## src/rtl/b_wb.sv

```systemverilog
// b_wb: MIPS writeback stage. Holds the MEM/WB pipeline register, selects the
// writeback result (ALU, big-endian load extraction, link address), drives the
// register-file write port plus an identical bypass copy, and counts retired
// instructions.
module b_wb #(
  parameter int unsigned DATA_W = 32,
  parameter int unsigned ADDR_W = 5
) (
  input  logic              i_sys_clock,
  input  logic              i_sys_reset,
  input  logic              i_b_wb_valid,
  input  logic              i_b_wb_stall,
  input  logic              i_b_wb_flush,
  input  logic              i_b_wb_regwr,
  input  logic [ADDR_W-1:0] i_b_wb_wr_addr,
  input  logic [1:0]        i_b_wb_result_sel,
  input  logic [1:0]        i_b_wb_load_size,
  input  logic              i_b_wb_load_signed,
  input  logic [DATA_W-1:0] i_b_wb_alu_result,
  input  logic [DATA_W-1:0] i_b_wb_mem_rdata,
  input  logic [DATA_W-1:0] i_b_wb_pc_plus8,
  output logic              o_b_wb_regwr,
  output logic [ADDR_W-1:0] o_b_wb_wr_addr,
  output logic [DATA_W-1:0] o_b_wb_wr_data,
  output logic              o_b_wb_fwd_valid,
  output logic [ADDR_W-1:0] o_b_wb_fwd_addr,
  output logic [DATA_W-1:0] o_b_wb_fwd_data,
  output logic              o_b_wb_misalign,
  output logic [31:0]       o_b_wb_retire_count
);

  localparam int unsigned CNT_W = 32;

  localparam logic [1:0] SEL_MEM  = 2'b01;
  localparam logic [1:0] SEL_LINK = 2'b10;
  localparam logic [1:0] SZ_BYTE  = 2'b00;
  localparam logic [1:0] SZ_HALF  = 2'b01;

  logic              valid_q,  valid_d;
  logic              regwr_q,  regwr_d;
  logic [ADDR_W-1:0] addr_q,   addr_d;
  logic [1:0]        sel_q,    sel_d;
  logic [1:0]        size_q,   size_d;
  logic              signed_q, signed_d;
  logic [DATA_W-1:0] alu_q,    alu_d;
  logic [DATA_W-1:0] mem_q,    mem_d;
  logic [DATA_W-1:0] link_q,   link_d;
  logic [CNT_W-1:0]  retire_q, retire_d;

  logic [1:0]        off;
  logic [7:0]        load_byte;
  logic [15:0]       load_half;
  logic [DATA_W-1:0] load_val;
  logic [DATA_W-1:0] result;
  logic              misaligned;
  logic              misalign;
  logic              we;

  // Stage-register next state: flush kills, stall holds, otherwise load.
  always_comb begin
    valid_d  = valid_q;
    regwr_d  = regwr_q;
    addr_d   = addr_q;
    sel_d    = sel_q;
    size_d   = size_q;
    signed_d = signed_q;
    alu_d    = alu_q;
    mem_d    = mem_q;
    link_d   = link_q;
    if (i_b_wb_flush) begin
      valid_d = 1'b0;
    end else if (!i_b_wb_stall) begin
      valid_d  = i_b_wb_valid;
      regwr_d  = i_b_wb_regwr;
      addr_d   = i_b_wb_wr_addr;
      sel_d    = i_b_wb_result_sel;
      size_d   = i_b_wb_load_size;
      signed_d = i_b_wb_load_signed;
      alu_d    = i_b_wb_alu_result;
      mem_d    = i_b_wb_mem_rdata;
      link_d   = i_b_wb_pc_plus8;
    end
  end

  // An instruction retires when it leaves the stage (held valid, not stalled).
  always_comb begin
    retire_d = retire_q;
    if (valid_q && !i_b_wb_stall) begin
      retire_d = retire_q + CNT_W'(1);
    end
  end

  // Stage register and retire counter with synchronous reset.
  always_ff @(posedge i_sys_clock) begin
    if (i_sys_reset) begin
      valid_q  <= 1'b0;
      regwr_q  <= 1'b0;
      addr_q   <= '0;
      sel_q    <= '0;
      size_q   <= '0;
      signed_q <= 1'b0;
      alu_q    <= '0;
      mem_q    <= '0;
      link_q   <= '0;
      retire_q <= '0;
    end else begin
      valid_q  <= valid_d;
      regwr_q  <= regwr_d;
      addr_q   <= addr_d;
      sel_q    <= sel_d;
      size_q   <= size_d;
      signed_q <= signed_d;
      alu_q    <= alu_d;
      mem_q    <= mem_d;
      link_q   <= link_d;
      retire_q <= retire_d;
    end
  end

  assign off = alu_q[1:0];

  // Big-endian lane extraction: offset 0 is the most significant byte.
  always_comb begin
    load_byte = 8'h00;
    case (off)
      2'd0:    load_byte = mem_q[31:24];
      2'd1:    load_byte = mem_q[23:16];
      2'd2:    load_byte = mem_q[15:8];
      default: load_byte = mem_q[7:0];
    endcase
    load_half = off[1] ? mem_q[15:0] : mem_q[31:16];
  end

  // Width select with sign or zero extension.
  always_comb begin
    load_val = mem_q;
    case (size_q)
      SZ_BYTE: load_val = {{(DATA_W-8){signed_q & load_byte[7]}}, load_byte};
      SZ_HALF: load_val = {{(DATA_W-16){signed_q & load_half[15]}}, load_half};
      default: load_val = mem_q;
    endcase
  end

  // Half loads need even offsets, word loads need offset zero.
  always_comb begin
    misaligned = 1'b0;
    if (sel_q == SEL_MEM) begin
      if (size_q == SZ_HALF) begin
        misaligned = off[0];
      end else if (size_q != SZ_BYTE) begin
        misaligned = (off != 2'd0);
      end
    end
  end

  // Result mux; the unused encoding falls back to the ALU result.
  always_comb begin
    result = alu_q;
    case (sel_q)
      SEL_MEM:  result = load_val;
      SEL_LINK: result = link_q;
      default:  result = alu_q;
    endcase
  end

  assign misalign = valid_q & misaligned;
  assign we       = valid_q & regwr_q & (addr_q != '0) & ~misalign;

  assign o_b_wb_regwr        = we;
  assign o_b_wb_wr_addr      = addr_q;
  assign o_b_wb_wr_data      = result;
  assign o_b_wb_fwd_valid    = we;
  assign o_b_wb_fwd_addr     = addr_q;
  assign o_b_wb_fwd_data     = result;
  assign o_b_wb_misalign     = misalign;
  assign o_b_wb_retire_count = retire_q;

endmodule

```

## config.mk

```make
export PLATFORM = sky130hd
export DESIGN_NAME = b_wb
export DESIGN_NICKNAME = d
export VERILOG_FILES = /design/src/rtl/b_wb.sv
export SDC_FILE = /design/constraint.sdc
export NUM_CORES = 1
export LEC_CHECK = 0
export CAP_MARGIN = 15
export CORE_ASPECT_RATIO = 1.1
export CORE_MARGIN = 5
export CORE_UTILIZATION = 40
export CTS_BUF_LIST = sky130_fd_sc_hd__clkbuf_16
export CTS_CLUSTER_DIAMETER = 50
export DETAILED_ROUTE_END_ITERATION = 10
export GPL_TIMING_DRIVEN = 0
export HOLD_SLACK_MARGIN = 0.08
export PLACE_DENSITY = 0.83
export SYNTH_ARGS = -nofsm -noshare
export SYNTH_HDL_FRONTEND = slang
export SYNTH_SLANG_ARGS = --single-unit
```

## constraint.sdc

```tcl
create_clock -name i_sys_clock -period 2.45 [get_ports i_sys_clock]
set_clock_uncertainty 0.15 [all_clocks]
set_input_delay 0.735 -clock i_sys_clock [delete_from_list [all_inputs] [get_ports i_sys_clock]]
set_output_delay 0.735 -clock i_sys_clock [all_outputs]
set_load 0.03 [all_outputs]
```

==> Yosys cells after proc, flatten, opt, wreduce, memory -nomap -nowiden <==
Cells that the tools add are included.
{ "op_classes": {"bitwise_logic": 9, "mux": 7, "n_reduce_logical": 9, "add_sub_neg": 1, "n_eq_ne": 5} }
{ "ops": {"columns": ["cell", "count"], "rows": [
  ["case mux 32 bit (2 select lines)", 2],
  ["adder 32 x 1 -> 32 bit (second input constant)", 1],
  ["case mux 8 bit (3 select lines)", 1],
  ["two-way mux 16 bit", 1],
  ["AND 1 bit", 6],
  ["equality test 2 x 1 -> 1 bit (second input constant)", 3],
  ["nonzero test 5 bit", 1],
  ["equality test 2 bit (second input constant)", 2],
  ["zero test 2 bit", 2],
  ["nonzero test 2 bit", 2],
  ["two-way mux 1 bit", 3],
  ["inverter 1 bit", 3],
  ["AND reduction 2 bit", 1],
  ["OR reduction 2 bit", 1],
  ["logical AND 1 bit", 1],
  ["zero test 1 bit", 1]
]} }
{ "word_totals": {"input_bits": 112, "reg_bits": 140} }

==> Longest topological paths before layout <==
Gate-level depths: netlist of run 1.
{ "depth": {"word_depth": 7, "depth_mapped": 9, "ltp_nobuf": 6} }

==> Worst setup path before layout of run 1 <==
OpenSTA, ideal clock, no wires.
{ "synth_timing": {"kind": "reg-to-output", "startpoint": "reg alu_q[1]", "endpoint": "out o_b_wb_regwr", "stages_incl_launch_ff": 8, "arrival_ps": 2283, "required_time_ps": 1565, "slack_ps": -718, "path_cell_list": "dfxtp_1 > buf_2 > buf_1 > buf_1 > nand2_1 > a21oi_1 > nor2_1 > buf_4"} }
{ "synth_via": {"elab_chain_cells": 7} }
{ "synth_rtl": {"columns": ["element", "line", "rtl"], "rows": [
  ["from (decl)", "45", "logic [DATA_W-1:0] alu_q, alu_d;"],
  ["from (signal assigned)", "113", "alu_q <= alu_d;"],
  ["nonzero test 2 bit", "151", "misaligned = (off != 2'd0);"],
  ["two-way mux 1 bit", "150", "end else if (size_q != SZ_BYTE) begin"],
  ["two-way mux 1 bit", "148", "if (size_q == SZ_HALF) begin"],
  ["two-way mux 1 bit", "147", "if (sel_q == SEL_MEM) begin"],
  ["AND 1 bit", "166", "assign misalign = valid_q & misaligned;"],
  ["named net o_b_wb_misalign", "28", "output logic o_b_wb_misalign,"],
  ["inverter 1 bit", "167", "assign we = valid_q & regwr_q & (addr_q != '0) & ~misalign;"],
  ["AND 1 bit", "167", null],
  ["to (decl)", "22", "output logic o_b_wb_regwr,"]
]} }
The timed path passes the listed nets, and every way through them passes these cells.

==> Worst setup path in the final report of run 1 <==
{ "layout_timing": {"startpoint": "reg sel_q[1]", "endpoint": "out o_b_wb_wr_data[24]"} }
{ "layout_via": {"elab_chain_cells": 2} }
{ "layout_rtl": {"columns": ["element", "line", "rtl"], "rows": [
  ["from (decl)", "42", "logic [1:0] sel_q, sel_d;"],
  ["from (signal assigned)", "110", "sel_q <= sel_d;"],
  ["equality test 2 bit / equality test 2 x 1 -> 1 bit (equally long branches)", "159", "case (sel_q)"],
  ["case mux 32 bit (2 select lines) (*)", "159", null],
  ["to (decl)", "24", "output logic [DATA_W-1:0] o_b_wb_wr_data,"]
]} }
Mark *: on every way between the ends. The rest lies on a longest branch, timed or not.

==> flow_summary.toml, run 1 <==
[setup_path]
cp.arrival_ns = 2.32
crit_family = "simple AND/OR/NAND/NOR gates"
path_class = "reg2out"
setup.worst_path.end_class = "output pin"
crit_buf_inv = 4
worstSetupStartpoint = "sel_q[1]"
path_cells = "inv_1 -> ha_1 -> and2b_4 -> and2_4 -> clkbuf_16 -> a221oi_4 -> nand2_2 -> buf_6 -> buf_6"
critical-path-max-stage-delay_ns = 0.37
crit_top_cell = "buf_6"
cp.required_ns = 1.56
crit_fanout = 8
reg2reg_from = "o_b_wb_retire_count[11]"
crit_path_start_kind = "flop"
cpMaxStageDelayCell = "dfxtp_2"

[cts]
cts_root_buf = "clkbuf_16"
htree_num_levels = 4
cts_tree = "built"
clock_path_buffers = 2
worstSkewPairLatency_ns = 0.43
clock-sinks = 140
cts_buffers = 17
clk_pin_slew_ns = 0.06

[hold_path]
hold_start = "link_q[29]"
min_path_type = "reg2reg"

[floorplanning]
dieArea_um2 = 19800
ios = 221
core_um2 = 17000
die_h_um = 147
die_w_um = 135
start_util = 0.404
num_rows = 50

[synth]
synth_flop_cell = "dfxtp_1"
synth-seq-area-share = 0.409
ys_warn_count = 0
synth_fp_nets = 1033
ys_types = 44
syn_area_um2 = 6850
syn_inst = 918
synth_async_sr_flop_share = 0
ys_seq_elements = 140
synth_edf_count = 0
syn_avg_cell_area_um2 = 7.46

[routing]
remaining_drc_errors = 0
initialDrtViolationCount = 717
wl_per_cell_um = 19.0
vias_per_cell = 5.54
wl_um = 27000
num_vias = 7901
first_pass_iters = 8
antenna_left = 0

[global_route]
grt_use_total = 0.258
grt_pass1_vias = 7774
grt_overflow = 0
antenna_found_initial = 1
grt_max_degree = 18
grt_pass1_wl_um = 40700

[layout]
drive_gt1_frac = 0.263
n_fill_cell = 1360
num_antenna_cells = 0
final_common_cell = "nand2_1"
nNetsFinal = 1294
final_cells = 1426
syn_to_final_growth_pct = 62.1
layout.cells.most_common_list = "nand2_1, dfxtp_1, a21oi_1"

[sta]
post-route-period-util = 1.31
relSlewSlack = 0.547
setup_viol = 67
hold_viol = 0
fin_crit_ns = 3.21
worst-slew-pin-transition_ns = 0.680
final_max_slew_viol_count = 0
hold_ws_ns = 0.307
fmax_mhz = 312
rsz0062_at_grt = "yes"
setup_ws_ns = -0.758

[pwr]
power.leakage_nw = 4.50
power.total_mw = 5.98
ir_worst_vdd_uv = 479
power_density_nw_per_um2 = 539

[place]
gp_congestion = 0.965
placedCellCount = 1371
hpwl_um = 18700
port_buffers = 219

[run_status]
violations = "negative setup slack"
outcome = "complete, but fails checks"

[flow_run]
max-cap-violations = 0
final timing paths:
check / endpoint / slack [ns] / cells after the start
worst min-delay path: link_q[29] / 0.31 / 2
worst min register to register: link_q[29] / 0.31 / 2
worst max-delay path: o_b_wb_wr_data[24] / -0.76 / 9
worst max register to register: o_b_wb_retire_count[27] / 0.40 / 5
sequential cells by signal, indices dropped and copies added, names as in the netlist:
register / cells
mem_q: 32
sel_q: 2
size_q: 2
o_b_wb_fwd_addr: 5
link_q: 32
alu_q: 32
signed_q: 1
valid_q: 1
o_b_wb_retire_count: 32
regwr_q: 1
power by group:
group | internal, mW | switching (mW) | leakage (nW) | total, mW
registers | 2.36 | 0.0878 | 1.14 | 2.45
clock network | 1.39 | 1.03 | 0.265 | 2.42
logic | 0.542 | 0.571 | 3.09 | 1.11
logic make-up after synthesis:
| kind of cell | share of synthesized area |
|---|---|
| simple gates | 0.256 |
| compound gates | 0.200 |
| flops | 0.409 |
| buf+inv | 0.0888 |
| mux | 0.0276 |
| xor+xnor | 0.0128 |
| fa+ha+maj | 0.00548 |
through the flow:
step                      setup slack [ns]  utilization  setup TNS [ns]  instance area (um2)
after global routing                -0.822        0.655          -44.79                11100
after floorplan                     -0.327            -          -10.95                 7230
after detailed placement             -1.00        0.573         -125.04                 9720
after CTS                           -0.697        0.640          -39.08                10900
after global placement               -1.01        0.573         -121.73                 9720
final                               -0.758        0.655          -40.94                11100
final cells by class:
class / instances / area [um2] / area share
Multi-Input combinational cell: 659 / 4000 / 0.361
Sequential cell: 140 / 2820 / 0.254
Timing Repair Buffer: 246 / 2540 / 0.229
Buffer: 107 / 863 / 0.0778
Clock buffer: 17 / 425 / 0.0383
Tap cell: 234 / 293 / 0.0264
Clock inverter: 15 / 125 / 0.0113
Inverter: 8 / 30.0 / 0.00271
worst register-to-register path: stages, from the launching register on:
cell and delay [ns]:
dfxtp_1 0.44, and4_4 0.30, nand4_4 0.14, buf_6 0.18
nor4_1 0.35, mux2_2 0.37
Yosys cell counts, types with 12 or more instances:
cell | n | area share
nor2_1 | 32 | 0.018
clkbuf_1 | 52 | 0.029
o21ai_0 | 24 | 0.018
or4_1 | 12 | 0.013
a21oi_1 | 151 | 0.11
mux2_2 | 13 | 0.021
nand2_1 | 285 | 0.16
o221ai_1 | 16 | 0.020
dfxtp_1 | 140 | 0.41
buf_4 | 38 | 0.042
a221oi_1 | 16 | 0.020
metal layers:
layer,GRT usage,part of all wire
met5,0,0.00041
met4,0.0942,0.046
met3,0.0993,0.11
met2,0.441,0.48
met1,0.291,0.36
timing repair:
action / CTS / global route
pin swaps: 57 / 36
gates resized for setup: 578 / 53
cloned: 5 / 0
setup endpoints to repair: 160 / 84
setup buffers: 16 / 6
hold buffers: 0 / 0
Power figures use the tool's default switching activity.
==> run 2: changes to the inputs <==
--- a/config.mk
+++ b/config.mk
@@ -12,7 +12,6 @@
 export CTS_BUF_LIST = sky130_fd_sc_hd__clkbuf_16
 export CTS_CLUSTER_DIAMETER = 50
 export DETAILED_ROUTE_END_ITERATION = 10
-export GPL_TIMING_DRIVEN = 0
 export HOLD_SLACK_MARGIN = 0.08
 export PLACE_DENSITY = 0.83
 export SYNTH_ARGS = -nofsm -noshare
==> run 2 against run 1 <==
The flow still finishes with violations (negative setup slack); setup slack improved by 0.15 ns; critical path depth unchanged; register-to-register slack about the same; count of clock-buffer cells in the layout unchanged; wire length fell by 4.4%; hold slack got worse by 0.0017 ns; cell area decreased by 1.2%; non-clock buffer count decreased by 54; sequential power barely moved; critical endpoint is now o_b_wb_wr_data[26]; largest power group is now the clock network.
==> flow_summary.toml, run 2 (synthesis results as in run 1) <==
[sta]
fin_crit_ns = 3.06
worst-slew-pin-transition_ns = 0.439
hold_viol = 0
fmax_mhz = 327
setup_viol = 67
post-route-period-util = 1.25
final_max_slew_viol_count = 0
relSlewSlack = 0.707
rsz0062_at_grt = "yes"
setup_ws_ns = -0.608
hold_ws_ns = 0.306

[floorplanning]
die_h_um = 147
ios = 221
start_util = 0.404
num_rows = 50
die_w_um = 135
core_um2 = 17000
dieArea_um2 = 19800

[cts]
cts_tree = "built"
cts_buffers = 17
clock_path_buffers = 2
cts_hold_buf = 0
clk_pin_slew_ns = 0.06
worstSkewPairLatency_ns = 0.44
htree_num_levels = 4
clock-sinks = 140
cts_root_buf = "clkbuf_16"

[pwr]
power_density_nw_per_um2 = 561
pwr-share-comb = 0.173
ir_worst_vdd_uv = 479
seq_power_share = 0.396
power.share.clock = 0.431
power.leakage_nw = 4.42
internal-power_mw = 4.47
swShare = 0.273
switchingPower_mw = 1.68

[routing]
initialDrtViolationCount = 588
first_pass_iters = 6
wl_per_cell_um = 18.8
antenna_left = 0
remaining_drc_errors = 0
wl_um = 25800
num_vias = 7510
vias_per_cell = 5.47

[hold_path]
min_path_type = "reg2reg"

[setup_path]
path_cells = "inv_2 -> ha_4 -> and2b_4 -> buf_6 -> nand4_1 -> buf_6 -> buf_12 -> nand2_1 -> buf_4"
crit_buf_inv = 5
crit_path_start_kind = "flop"
cp.arrival_ns = 2.17
crit_family = "buffers and inverters"
path_class = "reg2out"
crit_fanout = 8
crit_top_cell = "buf_6"
cpMaxStageDelayCell = "dfxtp_2"
r2r_slack_ns = 0.39
cp.required_ns = 1.56
setup.worst_path.end_class = "output pin"
critical-path-max-stage-delay_ns = 0.34

[layout]
syn_to_final_growth_pct = 60.2
num_antenna_cells = 0
layout.cells.most_common_list = "nand2_1, dfxtp_1, a21oi_1"
nNetsFinal = 1241
final_core_util = 0.647
final_cells = 1373
final_common_cell = "nand2_1"
drive_gt1_frac = 0.263

[global_route]
grt_max_degree = 91
grt_overflow = 0
grt_use_total = 0.235
antenna_found_initial = 3
grt_pass1_vias = 7122
grt_pass1_wl_um = 37100

[place]
hpwl_um = 16800
placedCellCount = 1325
dp_slack_ns = -0.234
gp_congestion = 0.932
port_buffers = 220

[run_status]
violations = "negative setup slack"
outcome = "complete, but fails checks"

[flow_run]
max-cap-violations = 0
[run 2: cell count changes in the layout (fill, tap and decap cells not counted), moves of 4 or more]
cell,before,now
clkbuf_1,32,0
buf_6,97,67
buf_4,32,60
buf_12,2,12
buf_2,9,0
clkbuf_4,6,0
clkbuf_8,6,0
buf_1,5,0
o21ai_1,7,2
o21ai_4,0,5
clkbuf_2,4,0
[run 2: layer usage]
layer,up-vias,share of wire,global-route usage
met5,-,0.0014,0
met4,6,0.033,0.0804
met3,72,0.092,0.0805
met2,358,0.49,0.383
met1,3536,0.38,0.289
li1,3538,-,-
[run 2: worst paths after layout]
path,start,endpoint,cells after the start
min,link_q[30],link_q[30],2
max,sel_q[0],o_b_wb_wr_data[26],9
max reg2reg,o_b_wb_retire_count[11],o_b_wb_retire_count[31],4
min reg2reg,link_q[30],link_q[30],2
[run 2: power groups by stage]
stage,sequential [mW],clock [mW],combinational [mW]
global placement,2.47,0,0.886
global route,2.44,2.78,1.13
finish,2.44,2.65,1.07
detailed placement,2.48,0,0.898
CTS,2.43,2.67,0.957
floorplan,2.46,0,0.525
[run 2: cell type report]
class	count	area [um2]
Sequential cell	140	2820
Tap cell	234	293
Inverter	8	30.0
Timing Repair Buffer	299	3180
Multi-Input combinational cell	660	4040
Clock inverter	15	175
Fill cell	1327	5980
Clock buffer	17	425
[run 2: timing repair]
item	CTS	global route
pin swaps	38	30
hold endpoints to repair	0	0
gates resized for setup	103	90
setup endpoints to repair	82	81
cloned	2	6
setup buffers	5	3
[run 2: tightest hold or removal path, cell delays in order, from the launching register on]
cell	delay (ns)
dfxtp_1	0.31
nand2_1	0.05
a21oi_1	0.05
[run 2: stage by stage]
| step | area [um2] | total power [mW] | setup TNS [ns] |
|---|---|---|---|
| after global routing | 11000 | 6.35 | -39.09 |
| after CTS | 10400 | 6.06 | -33.73 |
| after detailed placement | 9480 | 3.37 | -12.71 |
| after floorplan | 7230 | 2.98 | -10.95 |
| final | 11000 | 6.15 | -35.33 |
| after global placement | 9480 | 3.36 | -10.23 |
